**config.mk**
```make
export PLATFORM = sky130hd
export DESIGN_NAME = pong_match_controller
export DESIGN_NICKNAME = d
export VERILOG_FILES = /design/src/rtl/pong_match_controller.sv
export SDC_FILE = /design/constraint.sdc
export NUM_CORES = 1
export LEC_CHECK = 0
export BUFFER_PORTS_ARGS = -buffer_cell sky130_fd_sc_hd__buf_4
export CORE_ASPECT_RATIO = 1.25
export CORE_MARGIN = 5
export CORE_UTILIZATION = 60
export CTS_BUF_LIST = sky130_fd_sc_hd__clkbuf_16
export DETAILED_ROUTE_END_ITERATION = 6
export PLACE_DENSITY_LB_ADDON = 0.15
export SLEW_MARGIN = 25
export SYNTH_ARGS = -nofsm -noshare
export SYNTH_HDL_FRONTEND = slang
export SYNTH_SLANG_ARGS = --single-unit
export TNS_END_PERCENT = 100
```
**constraint.sdc**
```tcl
create_clock -name CLOCK_25 -period 2.53 [get_ports CLOCK_25]
set_clock_uncertainty 0.1 [all_clocks]
set_input_delay 0.1265 -clock CLOCK_25 [delete_from_list [all_inputs] [get_ports CLOCK_25]]
set_output_delay 0.1265 -clock CLOCK_25 [all_outputs]
set_load 0.005 [all_outputs]
```
**src/rtl/pong_match_controller.sv**
```systemverilog
// ---------------------------------------------------------------------------
// pong_match_controller
//
// Game-flow sequencer for the Pong datapath. It conditions the two push-
// buttons, keeps both score counters, and tells the ball/paddle datapath when
// to run, when to serve and when to restore its initial positions.
//
// Ports
//   CLOCK_25    in   sole clock
//   reset       in   asynchronous, active-high reset
//   key0        in   pause/start button, active-low, asynchronous
//   key1        in   game-reset button, active-low, asynchronous
//   frame_tick  in   one-cycle pulse per game step
//   goal_p1     in   one-cycle pulse, player 1 scored
//   goal_p2     in   one-cycle pulse, player 2 scored
//   run         out  datapath enable (high only in PLAY)
//   serve       out  one-cycle pulse, re-centre ball toward serve_side
//   serve_side  out  0 = toward player 1, 1 = toward player 2
//   game_reset  out  one-cycle pulse, datapath restores initial positions
//   score_1     out  player 1 score
//   score_2     out  player 2 score
//   winner      out  00 none, 01 player 1, 10 player 2
//   state       out  IDLE=0 PLAY=1 PAUSE=2 POINT=3 WIN=4
// ---------------------------------------------------------------------------
module pong_match_controller #(
   parameter int DEBOUNCE_CYCLES = 250000,
   parameter int WIN_POINTS      = 7,
   parameter int SERVE_DELAY     = 60,
   parameter int WIN_HOLD        = 180
) (
   input  logic       CLOCK_25,
   input  logic       reset,
   input  logic       key0,
   input  logic       key1,
   input  logic       frame_tick,
   input  logic       goal_p1,
   input  logic       goal_p2,
   output logic       run,
   output logic       serve,
   output logic       serve_side,
   output logic       game_reset,
   output logic [2:0] score_1,
   output logic [2:0] score_2,
   output logic [1:0] winner,
   output logic [2:0] state
);

   localparam int CNT_W = (DEBOUNCE_CYCLES > 1) ? $clog2(DEBOUNCE_CYCLES) : 1;
   localparam logic [CNT_W-1:0] DB_LAST   = CNT_W'(DEBOUNCE_CYCLES - 1);
   localparam logic [2:0]       WIN_LVL   = 3'(WIN_POINTS);
   localparam logic [7:0]       SERVE_LD  = 8'(SERVE_DELAY);
   localparam logic [7:0]       HOLD_LD   = 8'(WIN_HOLD);

   typedef enum logic [2:0] {
      IDLE  = 3'd0,
      PLAY  = 3'd1,
      PAUSE = 3'd2,
      POINT = 3'd3,
      WIN   = 3'd4
   } state_t;

   state_t           st;
   logic [1:0]       key_p0, key_p1;      // bit 0 = key0, bit 1 = key1
   logic [1:0]       key_db, key_db_d;    // debounced level and its delayed copy
   logic [1:0]       key_ev;              // one-cycle press events
   logic [CNT_W-1:0] db_cnt [2];
   logic [7:0]       delay_cnt;
   logic             k0_ev, k1_ev;
   logic [2:0]       score_1_inc, score_2_inc;

   assign k0_ev       = key_ev[0];
   assign k1_ev       = key_ev[1];
   assign score_1_inc = score_1 + 3'd1;
   assign score_2_inc = score_2 + 3'd1;
   assign state       = st;

   // Key conditioning: 2-FF sync (_p0/_p1), then debounce, then edge detect.
   // The counter only runs while the synchronized level differs from the
   // accepted level, so any bounce back clears it and restarts the wait.
   always_ff @(posedge CLOCK_25 or posedge reset) begin
      if (reset) begin
         key_p0    <= 2'b11;
         key_p1    <= 2'b11;
         key_db    <= 2'b11;
         key_db_d  <= 2'b11;
         key_ev    <= 2'b00;
         db_cnt[0] <= '0;
         db_cnt[1] <= '0;
      end else begin
         key_p0   <= {key1, key0};
         key_p1   <= key_p0;
         key_db_d <= key_db;
         key_ev   <= key_db_d & ~key_db;   // press = debounced 1->0
         for (int i = 0; i < 2; i++) begin
            if (key_p1[i] == key_db[i]) begin
               db_cnt[i] <= '0;
            end else if (db_cnt[i] == DB_LAST) begin
               key_db[i] <= key_p1[i];
               db_cnt[i] <= '0;
            end else begin
               db_cnt[i] <= db_cnt[i] + CNT_W'(1);
            end
         end
      end
   end

   // Match state machine. A key1 press wins over everything else; in PLAY a
   // goal wins over key0, and goal_p1 wins over goal_p2.
   always_ff @(posedge CLOCK_25 or posedge reset) begin
      if (reset) begin
         st         <= IDLE;
         run        <= 1'b0;
         serve      <= 1'b0;
         serve_side <= 1'b0;
         game_reset <= 1'b0;
         score_1    <= 3'd0;
         score_2    <= 3'd0;
         winner     <= 2'b00;
         delay_cnt  <= 8'd0;
      end else begin
         serve      <= 1'b0;
         game_reset <= 1'b0;
         if (k1_ev) begin
            st         <= IDLE;
            run        <= 1'b0;
            score_1    <= 3'd0;
            score_2    <= 3'd0;
            winner     <= 2'b00;
            serve_side <= 1'b0;
            game_reset <= 1'b1;
            delay_cnt  <= 8'd0;
         end else begin
            case (st)
               IDLE: begin
                  if (k0_ev) begin
                     st  <= PLAY;
                     run <= 1'b1;
                  end
               end
               PLAY: begin
                  if (goal_p1) begin
                     score_1 <= score_1_inc;
                     run     <= 1'b0;
                     if (score_1_inc == WIN_LVL) begin
                        st        <= WIN;
                        winner    <= 2'b01;
                        delay_cnt <= HOLD_LD;
                     end else begin
                        st         <= POINT;
                        serve_side <= 1'b1;
                        delay_cnt  <= SERVE_LD;
                     end
                  end else if (goal_p2) begin
                     score_2 <= score_2_inc;
                     run     <= 1'b0;
                     if (score_2_inc == WIN_LVL) begin
                        st        <= WIN;
                        winner    <= 2'b10;
                        delay_cnt <= HOLD_LD;
                     end else begin
                        st         <= POINT;
                        serve_side <= 1'b0;
                        delay_cnt  <= SERVE_LD;
                     end
                  end else if (k0_ev) begin
                     st  <= PAUSE;
                     run <= 1'b0;
                  end
               end
               PAUSE: begin
                  if (k0_ev) begin
                     st  <= PLAY;
                     run <= 1'b1;
                  end
               end
               POINT: begin
                  if (frame_tick) begin
                     if (delay_cnt == 8'd1) begin
                        st    <= PLAY;
                        run   <= 1'b1;
                        serve <= 1'b1;   // rises together with run
                     end
                     delay_cnt <= delay_cnt - 8'd1;
                  end
               end
               WIN: begin
                  if (k0_ev || (frame_tick && delay_cnt == 8'd1)) begin
                     st         <= IDLE;
                     score_1    <= 3'd0;
                     score_2    <= 3'd0;
                     winner     <= 2'b00;
                     game_reset <= 1'b1;
                     delay_cnt  <= 8'd0;
                  end else if (frame_tick) begin
                     delay_cnt <= delay_cnt - 8'd1;
                  end
               end
               default: begin
                  st  <= IDLE;
                  run <= 1'b0;
               end
            endcase
         end
      end
   end

endmodule

```
# Word-level counts from Yosys, hierarchy flattened
# Index checks and enable logic that the tools add are counted.
[totals]
reg_bits = 69
in_bits = 7
output_inout_bits = 15
elab_cells = 126
[op_classes]
addsub = 5
eq_ne = 25
n_mux = 58
bitwise_logic = 4
n_reduce_logical = 17
[op_table]
columns = ["operator", "count"]
rows = [
  ["18-bit 2-to-1 mux", 4],
  ["8-bit 2-to-1 mux", 7],
  ["3-bit 2-to-1 mux", 15],
  ["18-bit by 1-bit adder with 18-bit output, second input constant", 2],
  ["18-bit equality test, second input constant", 2],
  ["3-bit != test, second input constant", 8],
  ["8-bit case mux with 3 select lines", 1],
  ["1-bit 2-to-1 mux", 20],
  ["5-bit AND reduction", 3],
  ["2-bit 2-to-1 mux", 6],
  ["4-bit != test, second input constant", 3],
  ["3-bit case mux with 2 select lines", 2],
  ["3-bit case mux with 4 select lines", 1],
  ["3-bit equality test, second input constant", 3],
  ["8-bit by 1-bit equality test with 1-bit output, second input constant", 1],
  ["4-bit AND reduction", 2],
  ["8-bit by 1-bit subtractor with 8-bit output, second input constant", 1],
  ["3-bit by 1-bit adder with 3-bit output, second input constant", 2],
  ["3-bit by 2-bit equality test with 1-bit output, second input constant", 2],
  ["2-bit AND reduction", 3],
  ["3-bit nonzero test", 2],
  ["5-bit != test, second input constant", 1],
  ["1-bit case mux with 4 select lines", 1],
  ["2-bit case mux with 2 select lines", 1],
  ["other kinds (14)", 16],
]

# Logic depth before layout (Yosys ltp)
# Gate-level depths: netlist (run 1).
[depth]
ltp_word = 7
mapped_depth = 7

# Worst setup path after synthesis (run 1)
# OpenSTA, ideal clock, no wires.
[synth_path]
kind = "register -> register"
from = "register st[2] (netlist: state[2])"
to = "register st[1] (netlist: state[1])"
setup_time_ns = 0.128
arrival_ns = 1.705
path_slack_ns = 0.597
path_stages_with_launch = 6
n_path_buf = 1
synth_period_minus_slack_ns = 1.933
path_cell_list = "dfrtp_1 -> or3b_1 -> buf_2 -> o21a_1 -> o31ai_2 -> mux2_1"
[synth_via]
elab_chain_cells = 4
[synth_rtl]
columns = ["element", "line", "source"]
rows = [
  ["start: declaration", "62", "state_t st;"],
  ["start signal: assignment", "111", "st <= IDLE;"],
  ["start signal: assignment", "124", "st <= IDLE;"],
  ["start signal: assignment", "136", "st <= PLAY;"],
  ["3-bit by 2-bit equality test with 1-bit output or 3-bit zero test (tied branches)", "133", "case (st)"],
  ["2-bit OR reduction (no source line)", "-", ""],
  ["3-bit by 1-bit != test with 1-bit output (no source line) or 3-bit case mux with 4 select lines (tied branches)", "-", ""],
  ["5-bit AND reduction (no source line) or 3-bit 2-to-1 mux (tied branches)", "-", ""],
]
# Several ways; a longest one is shown, not always the timed one.
# A chain may end at the register's enable or synchronous reset.

# Final worst setup path (run 1)
[layout_path]
from = "register st[1] (netlist: state[1])"
to = "register st[1] (netlist: state[1])"
# The elaborated chain is that of the path after synthesis.

==> results of run 1 <==
## state kept, by name, indices dropped and copies added, names as in the netlist
signal,count
db_cnt,36
delay_cnt,8
score_1,3
score_2,3
state,3
key_db,2
key_db_d,2
key_ev,2
key_p0,2
key_p1,2
winner,2
game_reset,1
run,1
serve,1
serve_side,1
## final timing paths
kind	start	to	slack (ns)
max	state[1]$_DFFE_PP0P_	state[1]$_DFFE_PP0P_	0.39
max in group asynchronous	reset	key_db[0]$_DFFE_PP1P_	1.25
min	frame_tick	delay_cnt[1]$_DFFE_PP0P_	0.01
min in group asynchronous	reset	db_cnt[7]$_DFF_PP0_	0.32
max reg2reg	state[1]$_DFFE_PP0P_	state[1]$_DFFE_PP0P_	0.39
min reg2reg	key_p0[0]$_DFF_PP1_	key_p1[0]$_DFF_PP1_	0.25
## placed cells by master, fill, tap and decap left out, types with 10 or more instances in the layout
cell type   n
nand3_1    16
nor2b_1    13
nor2_1     52
o21ai_0    10
xnor2_1    10
xor2_1     24
nand2_1    30
a21oi_1    13
dfrtp_1    61
buf_4      29
inv_1      13
## layer usage
metal	share of wire, %	vias to the layer above
li1	-	1349
met1	43	1332
met2	52	44
met3	2.9	10
met4	2.0	0
met5	0	-
## critical path, cell delays in order, from the launching register on
cell	delay (ns)
dfrtp_1	0.53
or3_4	0.47
a2111o_1	0.46
o31ai_2	0.10
mux2_1	0.36
## area by class of cell
type                            instances  area, um2
Clock buffer                            9        225
Clock inverter                          7       27.5
Fill cell                             416       1690
Inverter                               10       37.5
Multi-Input combinational cell        273       1740
Sequential cell                        69       1740
Tap cell                               66       82.6
Timing Repair Buffer                   32        248
## power by group
part	internal, mW	switching [mW]
registers	1.24	0.179
logic	0.466	0.493
clock network	0.638	0.420
total	2.34	1.09
## what timing repair did
| action | in CTS | in global routing |
|---|---|---|
| hold buffers | 3 | 0 |
| hold endpoints to repair | 23 | 0 |
| buffers inserted | 0 | 0 |
## cells by family after synthesis
family | Yosys count | synth area share, %
muxes | 5 | 1.54
AOI/OAI and AO/OA | 61 | 11.9
buffers and inverters | 22 | 2.80
xor gates and xnor gates | 34 | 8.34
and+or+nand+nor | 165 | 24.0
DFF | 69 | 48.6
adders and majority gates | 8 | 2.80
==> results.md, run 1 <==
* Total CTS buffers at 9
* GR Util met3 at under 10%
* Clock Root Buffer: clkbuf_16
* Most used routing layer: met2
* Post-layout util at 70.8%
* CTS tree: done
* GRT Residual Overflow at 0
* DP Area at approximately 3800 um2
* Met1 GRT Util at roughly 25%
* RePlAce Congestion at ~0.9
* Max transition margin at approximately 58%
* Critical path class: register to register
* Final worst slack at between 0.3 and 0.4 ns
* Maximum clock path buffer count at 2
* Slew Limit Fails at 0
* Worst VDD drop at approximately 430 uV
* WL/cell at approximately 15 um
* Dpl cells at 447
* Final wirelength at ~7000 um
* Synth top area cells: dfrtp_1 43%, dfstp_2 5.9%, xor2_1 5.9%, nor2_1 5.5%, nand2_1 3.2%
* Synth unique cells at 61
* Total Power at 3.43 mW
* Dpl hpwl at between 4000 and 5000 um
* First-pass GRT wire length at around 12000 um
* Syn avg cell area at approximately 9.8 um2
* R2R depth at 4
* Setup violators final at 0
* Fraction of layout cells with a size suffix above 1 at 15.3%
* Post-CTS Resized at 0
* Synth warnings at 0
* Core Region at ~5800 um2
* Largest net degree at the start of global routing at 26
* Power Dens Cells at roughly 840 nW/um2
* Required @ worst endpoint at 2.63 ns
* Startpoint Class: register
* Post-Syn Area at ~3600 um2
* Number of port buffers at 21
* Worst skew pair latency at around 0.33 ns
* P&R area growth vs syn at 14.6%
* Final Hold Viols at 0
* DRC at 0
* H-tree Lvls at 3
* Ys async rst share at 100%
* Routed Antenna Nets at 0
* Most area-hungry cell type in the Yosys netlist: dfrtp_1
* Max FO, Critical Path at 16
* Worst hold path class: input pin to register
* Fin crit share at between 80% and 90%
* Drt first pass iters at 4
* Critical Path Sink Type: register
* Place WS at between 0.4 and 0.5 ns
* Hold Slack at 0.0135 ns
* Final min period at ~2.1 ns
* Status: finished, final reports clean
* Fin cells at approximately 470
* CP arrival at ~2.2 ns
* Mapped Cells at roughly 360
* Die width at approximately 79 um
* Actual slew at the worst max-slew pin at about 0.63 ns
* Sequential-to-total area share from yosys stat at 48.6%
* Syn_nets at between 300 and 400
* Vias per cell at between 5 and 6
* Number of enable flip-flop cells after synthesis at 0
* Die height at 96.3 um
* Starting Density at 61.8%
* Setup TNS Final at 0 ns
* First DRT Iteration DRCs at 137
* Post-synth top flop: dfrtp_1
* # clock sinks at 69
* # diodes at 0
* Ports at 22
* Leakage power at 1.83 nW
* Row cnt at 31
* Fmax at about 470 MHz
* Clock Pin Slew Worst Setup and Hold Paths at 0.05 ns
* Initial antenna violation count at 0
* Vias in the first global route at 2626
* Max Cap Viol at 0
* Die area at approximately 7600 um2
* Synthesized flop and latch total at between 60 and 70
* RSZ-0062 raised after global routing: false
* Hold path depth at 3
* Synth top area share at between 40% and 50%
* Fin area at between 4000 and 5000 um2
* Most numerous cell in the Yosys netlist: dfrtp_1
* Post-layout net count at 410
* Total GRT Usage at about a fifth
* Most common library cells after synthesis: 61 x dfrtp_1, 52 x nor2_1, 30 x nand2_1
* Via Count at approximately 2700
* Met2 usage at around a third
Power figures use the tool's default switching activity.
==> inputs of run 2 (changes only) <==
--- a/config.mk
+++ b/config.mk
@@ -5,6 +5,7 @@
 export SDC_FILE = /design/constraint.sdc
 export NUM_CORES = 1
 export LEC_CHECK = 0
+export ABC_AREA = 1
 export BUFFER_PORTS_ARGS = -buffer_cell sky130_fd_sc_hd__buf_4
 export CORE_ASPECT_RATIO = 1.25
 export CORE_MARGIN = 5
==> constraint.sdc (replaced) <==
create_clock -name CLOCK_25 -period 2 [get_ports CLOCK_25]
set_clock_uncertainty 0.1 [all_clocks]
set_input_delay 0.1 -clock CLOCK_25 [delete_from_list [all_inputs] [get_ports CLOCK_25]]
set_output_delay 0.1 -clock CLOCK_25 [all_outputs]
set_load 0.005 [all_outputs]
==> run 2 against run 1 <==
Effect of this change:
- flip-flop and latch count unchanged
- routed wire length increased by 15%
- fmax increased by 24%
- sequential power increased by 25%
- via count increased by 25%
- critical path type unchanged
- design area increased by 9.9%
- critical path depth increased by 1
- total power increased by 35%
- non-clock buffer count decreased by 6
==> results.md, run 2 <==
* Post-CTS Resized at 0 (unchanged)
* # clock sinks at 69 (unchanged)
* Synth top area cells: dfrtp_1 39%, nand2_1 15%, nor2_1 8.0%, inv_1 5.6%, dfstp_2 5.3%
* Dpl hpwl at 5970 um (+20%)
* Total Power at 4.63 mW (+35%)
* Largest register FFs at 36 (unchanged)
* Setup slack, reg-to-reg at 0.27 ns (-0.12 ns)
* Most common cell after layout, fill and taps aside: nand2_1
* Actual slew at the worst max-slew pin at 0.394 ns (-0.232 ns)
* Post-synth top flop: dfrtp_1
* Leakage power at 2.16 nW (+18%)
* Ports at 22 (unchanged)
* Int Power at 3.01 mW (+29%)
* Slew Limit Fails at 0 (unchanged)
* Synth unique cells at 35 (-43%)
* Clock Root Buffer: clkbuf_16
* Reg power frac at 38.5% (-2.8 points)
* # diodes at 0 (unchanged)
* Worst reg2reg path endpoint: db_cnt[14]$_DFF_PP0_
* Status: finished, final reports clean
* Fmax at 580 MHz (+24%)
* Clk pwr share at 28.7% (-2.1 points)
* Fin cells at 652 (+40%)
* Final min period at 1.73 ns (-0.415 ns)
* Row cnt at 33 (+6.5%)
* Largest registers: db_cnt: 36 flops, delay_cnt: 8 flops
* Fraction of layout cells with a size suffix above 1 at 12.6% (-2.7 points)
* Hold path depth at 3 (unchanged)
* CTS tree: done
* Worst VDD drop at 691 uV (+60%)
* Die height at 101 um (+4.4%)
* Number of port buffers at 21 (unchanged)
* Starting Density at 60.6% (-1.2 points)
* Worst hold endpoint: delay_cnt[0]$_DFFE_PP0P_
* Place WS at 0.287 ns (-0.131 ns)
* GRT Residual Overflow at 0 (unchanged)
* Drt first pass iters at 4 (unchanged)
* Number of enable flip-flop cells after synthesis at 0 (unchanged)
* Sequential-to-total area share from yosys stat at 44.2% (-4.4 points)
* Highest-count cells in the layout ignoring fill and taps: 160 x nand2_1, 84 x nor2_1, 61 x dfrtp_1
* Syn avg cell area at 7.47 um2 (-24%)
* Post-Syn Area at 3930 um2 (+10%)
* Setup TNS Final at 0 ns (unchanged)
* Vias in the first global route at 3270 (+25%)
* Most area-hungry cell type in the Yosys netlist: dfrtp_1
* Mapped Cells at 526 (+45%)
* Dpl cells at 635 (+42%)
* Setup violators final at 0 (unchanged)
* Power Dens Cells at 1030 nW/um2 (+23%)
* Core Region at 6480 um2 (+12%)
* DRC at 0 (unchanged)
* Final Hold Viols at 0 (unchanged)
* Critical Path Sink Type: register
* Switching power total at 1.62 mW (+49%)
* Die area at 8280 um2 (+8.9%)
* Largest net degree at the start of global routing at 70 (+170%)
* Hold_sp: frame_tick
* Reg2reg start: key_db[1]$_DFFE_PP1P_
* Die width at 82.4 um (+4.3%)
* First DRT Iteration DRCs at 139 (+1.5%)
* Max Cap Viol at 0 (unchanged)
* Clock Pin Slew Worst Setup and Hold Paths at 0.05 ns (about the same)
* Max FO, Critical Path at 9 (-7)
* Post-layout net count at 577 (+41%)
* Biggest register: db_cnt
* Post-layout util at 69.4% (-1.4 points)
* Synthesized flop and latch total at 69 (unchanged)
* Required @ worst endpoint at 2.16 ns (-0.47 ns)
* Fill cell count at 515 (+24%)
* Final worst slack at 0.275 ns (-0.115 ns)
* RePlAce Congestion at 0.913 (-1.4%)
* First-pass GRT wire length at 14200 um (+18%)
* Routed Antenna Nets at 0 (unchanged)
* Worst skew pair latency at 0.33 ns (about the same)
* Maximum clock path buffer count at 2 (unchanged)
* Net switching fraction of the power at 35.0% (+3.2 points)
* CP arrival at 1.88 ns (-0.36 ns)
* Most numerous cell in the Yosys netlist: nand2_1
* Total CTS buffers at 9 (unchanged)
* Total GRT Usage at 21.9% (+1.5 points)
* Synth top area share at 38.8% (-3.9 points)
* Syn_nets at 541 (+43%)
* Final wirelength at 8150 um (+15%)
* Combinational share of power at 32.8% (+4.9 points)
* WL/cell at 12.5 um (-18%)
* Via Count at 3431 (+25%)
* Most common library cells after synthesis: 160 x nand2_1, 84 x nor2_1, 61 x dfrtp_1
* Initial antenna violation count at 0 (unchanged)
* P&R area growth vs syn at 14.4%
* R2R depth at 5 (+1)
* H-tree Lvls at 3 (unchanged)
* Synth warnings at 0 (unchanged)
* Vias per cell at 5.26 (-10%)
* DP Area at 4220 um2 (+11%)
* Ys async rst share at 100% (unchanged)
* Max transition margin at 73.5% (+16 points)
* Fin area at 4500 um2 (+9.9%)
* RSZ-0062 raised after global routing: false
* Critical path class: register to register
* Hold Slack at 0.0268 ns (+0.0133 ns)
* Fin crit share at 86.3% (+1.7 points)
* Worst hold path class: input pin to register
* Startpoint Class: register
[run 2: changes by cell type in the layout (fill, tap and decap cells not counted), sizes merged, moves of 10 or more]
cell | previous run | this run
inv | 14 | 66
nor2 | 52 | 90
nand3 | 16 | 36
nor3 | 6 | 21
xor2 | 24 | 14
nand2 | 30 | 166
nor2b | 13 | 0
[run 2: metal layers]
layer	wire length [um]	GRT usage (%)
met1	3500	27.4
met2	4130	36.9
met3	331	3.40
met4	188	9.59
met5	0	0
[run 2: worst max path at each step]
stage | start | to | slack (ns) | cells after the start
2_1_floorplan | reset | db_cnt[0]$_DFF_PP0_ | 0.07 | 1
3_3_place_gp | key_db[1]$_DFFE_PP1P_ | db_cnt[17]$_DFF_PP0_ | 0.32 | 5
3_5_place_dp | key_db[1]$_DFFE_PP1P_ | db_cnt[14]$_DFF_PP0_ | 0.29 | 5
4_1_cts | key_db[1]$_DFFE_PP1P_ | db_cnt[14]$_DFF_PP0_ | 0.29 | 5
5_1_grt | db_cnt[18]$_DFF_PP0_ | db_cnt[32]$_DFF_PP0_ | 0.12 | 8
6_report | key_db[1]$_DFFE_PP1P_ | db_cnt[14]$_DFF_PP0_ | 0.27 | 5
[run 2: cell families (layout without fill, tap and decap cells)]
group	Yosys count	count (layout)	synth area share, %
xor+xnor	17	17	3.79
fa+ha+maj	8	8	2.55
simple gates	341	341	39.0
buf+inv	68	107	6.59
compound gates	23	23	3.88
flops	69	69	44.2
[run 2: area by class of cell]
| cell class | count | area (um2) | area share (%) |
|---|---|---|---|
| clock buffer | 9 | 225 | 5.01 |
| clock inverter | 5 | 21.3 | 0.473 |
| inverter | 67 | 254 | 5.65 |
| multi-input combinational | 389 | 1940 | 43.0 |
| sequential | 69 | 1740 | 38.6 |
| tap | 87 | 109 | 2.42 |
| timing repair buffer | 26 | 215 | 4.79 |
[run 2: timing repair]
item                      CTS  global route
hold endpoints to repair   63             0
setup buffers               0             0
hold buffers                3             0
[run 2: worst max-delay path, stage by stage (launching register included)]
cell and delay (ns):
dfstp_2 0.56, xor2_1 0.19, clkinv_1 0.29, a21oi_1 0.33, nand2_1 0.10, nor2_1 0.09
[run 2: power groups by stage]
stage,combinational (mW),sequential [mW],clock [mW]
6_report,1.52,1.78,1.33
5_1_grt,1.78,1.80,1.42
4_1_cts,1.53,1.78,1.36
3_5_place_dp,1.51,1.80,0
3_3_place_gp,1.48,1.79,0
2_1_floorplan,1.10,1.77,0
==> inputs of run 3 (changes only) <==
--- a/config.mk
+++ b/config.mk
@@ -12,7 +12,7 @@
 export CORE_UTILIZATION = 60
 export CTS_BUF_LIST = sky130_fd_sc_hd__clkbuf_16
 export DETAILED_ROUTE_END_ITERATION = 6
-export PLACE_DENSITY_LB_ADDON = 0.15
+export PLACE_DENSITY = 0.79
 export SLEW_MARGIN = 25
 export SYNTH_ARGS = -nofsm -noshare
 export SYNTH_HDL_FRONTEND = slang
==> run 3 against run 2 <==
Effect of this change:
- design area up 0.86%
- clock power up 13%
- flip-flop and latch count unchanged
- utilization up 0.60 points
- non-clock buffer count unchanged
- die area unchanged
- critical path depth unchanged
- total power up 3.2%
- cell count up 0.31%
- setup slack worse by 0.078 ns
- first-iteration DRC count up 4.3%
- worst hold slack worse by 0.0023 ns
- critical endpoint unchanged
==> results.md, run 3 (synthesis results as in run 2) <==
* Total CTS buffers at 9 (unchanged)
* Clock Pin Slew Worst Setup and Hold Paths at 0.05 ns (about the same)
* WL/cell at 12.2 um (-2.1%)
* Biggest register: db_cnt
* Actual slew at the worst max-slew pin at 0.383 ns (-0.0112 ns)
* Drt first pass iters at 4 (unchanged)
* Routed Antenna Nets at 0 (unchanged)
* Fmax at 555 MHz (-4.3%)
* Highest-count cells in the layout ignoring fill and taps: 160 x nand2_1, 84 x nor2_1, 61 x dfrtp_1
* CTS tree: done
* Required @ worst endpoint at 2.16 ns (about the same)
* Post-layout net count at 577 (unchanged)
* Ports at 22 (unchanged)
* Setup Fix Bufs, Post-CTS at 0 (unchanged)
* Worst hold path class: input pin to register
* Initial antenna violation count at 0 (unchanged)
* Number of port buffers at 21 (unchanged)
* Final worst slack at 0.197 ns (-0.0778 ns)
* Power Dens Cells at 1050 nW/um2 (+2.4%)
* Fin cells at 654 (+0.31%)
* Largest net degree at the start of global routing at 70 (unchanged)
* Worst VDD drop at 906 uV (+31%)
* Fraction of layout cells with a size suffix above 1 at 13.1% (+0.48 points)
* Fin crit share at 90.1% (+3.9 points)
* Vias in the first global route at 3324 (+1.7%)
* Critical path class: register to register
* Setup violators final at 0 (unchanged)
* Via Count at 3458 (+0.79%)
* Startpoint Class: register
* Max transition margin at 74.3% (+0.71 points)
* Setup TNS Final at 0 ns (unchanged)
* # diodes at 0 (unchanged)
* Worst skew pair latency at 0.32 ns (about the same)
* Die area at 8280 um2 (unchanged)
* RSZ-0062 raised after global routing: false
* Core Region at 6480 um2 (unchanged)
* Critical Path Sink Type: register
* H-tree Lvls at 3 (unchanged)
* Row cnt at 33 (unchanged)
* Place WS at 0.255 ns (-0.0316 ns)
* Max Cap Viol at 0 (unchanged)
* Met2 usage at 36.9% (unchanged)
* Clock Root Buffer: clkbuf_16
* Most used routing layer: met2
* Final Hold Viols at 0 (unchanged)
* Die height at 101 um (unchanged)
* Total GRT Usage at 21.3% (-0.60 points)
* RePlAce Congestion at 0.956 (+4.7%)
* # clock sinks at 69 (unchanged)
* DRC at 0 (unchanged)
* Dpl hpwl at 5830 um (-2.3%)
* Dpl cells at 635 (unchanged)
* P&R area growth vs syn at 15.4%
* GR Util met3 at 3.58% (+0.18 points)
* Final wirelength at 8000 um (-1.8%)
* Largest register FFs at 36 (unchanged)
* Fill cell count at 521 (+1.2%)
* Maximum clock path buffer count at 2 (unchanged)
* Most common cell after layout, fill and taps aside: nand2_1
* GRT Residual Overflow at 0 (unchanged)
* First DRT Iteration DRCs at 145 (+4.3%)
* Max FO, Critical Path at 9 (unchanged)
* Die width at 82.4 um (unchanged)
* Status: finished, final reports clean
* Leakage power at 2.18 nW (+0.94%)
* Vias per cell at 5.29 (+0.48%)
* Starting Density at 60.6% (unchanged)
* Slew Limit Fails at 0 (unchanged)
* CP arrival at 1.96 ns (+0.08 ns)
* First-pass GRT wire length at 13900 um (-2.0%)
* Post-layout util at 70.0% (+0.60 points)
* Met1 GRT Util at 25.0% (-2.4 points)
* Final min period at 1.80 ns (+0.0777 ns)
* Largest registers: db_cnt: 36 flops, delay_cnt: 8 flops
[run 3: cell types whose count changed in the layout (fill, tap and decap cells not counted)]
cell        before  now
clkinv_2         2    3
bufinv_16        0    1
clkinv_1         4    2
clkinvlp_4       0    1
inv_1           59   60
[run 3: layout make-up]
| type | instances | area (um2) | share of cell area [%] |
|---|---|---|---|
| Timing Repair Buffer | 26 | 215 | 4.74 |
| Clock buffer | 9 | 225 | 4.97 |
| Inverter | 67 | 254 | 5.60 |
| Multi-Input combinational cell | 389 | 1940 | 42.7 |
| Sequential cell | 69 | 1740 | 38.3 |
| Clock inverter | 7 | 60.1 | 1.32 |
| Tap cell | 87 | 109 | 2.40 |
[run 3: stage by stage]
stage	instance area, um2	total power, mW	hold slack, ns
6_report	4540	4.78	0.0246
5_1_grt	4540	5.13	0.0390
4_1_cts	4540	4.83	0.0208
3_5_place_dp	4220	3.31	0.109
3_3_place_gp	4220	3.27	0.107
2_1_floorplan	3930	2.88	0.00448
[run 3: repair_timing]
| action | CTS | global route |
|---|---|---|
| gates resized for setup | 0 | 0 |
| hold endpoints to repair | 63 | 0 |
| hold buffers | 3 | 0 |
[run 3: worst max-delay path, stage by stage (launching register included)]
cell,delay (ns)
dfstp_2,0.57
xor2_1,0.22
clkinv_1,0.30
a21oi_1,0.37
nand2_1,0.08
nor2_1,0.09
[run 3: per-layer routing]
| metal | routed length, um | vias up |
|---|---|---|
| li1 | - | 1743 |
| met1 | 3400 | 1609 |
| met2 | 4080 | 85 |
| met4 | 187 | 0 |
| met3 | 339 | 21 |
| met5 | 0 | - |
[run 3: final timing paths]
check,startpoint,endpoint,slack (ns),depth (start not counted)
max,key_db[1]$_DFFE_PP1P_,db_cnt[14]$_DFF_PP0_,0.20,5
min,goal_p1,winner[1]$_DFFE_PP0P_,0.02,4
max reg2reg,key_db[1]$_DFFE_PP1P_,db_cnt[14]$_DFF_PP0_,0.20,5
min reg2reg,key_p0[1]$_DFF_PP1_,key_p1[1]$_DFF_PP1_,0.26,0
max in group asynchronous,reset,key_db_d[0]$_DFF_PP1_,1.16,4
min in group asynchronous,reset,score_2[1]$_DFFE_PP0P_,0.31,4
[run 3: report_power, final]
group	internal, mW	switching [mW]	total, mW
registers	1.60	0.167	1.77
clock network	0.947	0.552	1.50
logic	0.602	0.912	1.51
total	3.15	1.63	4.78
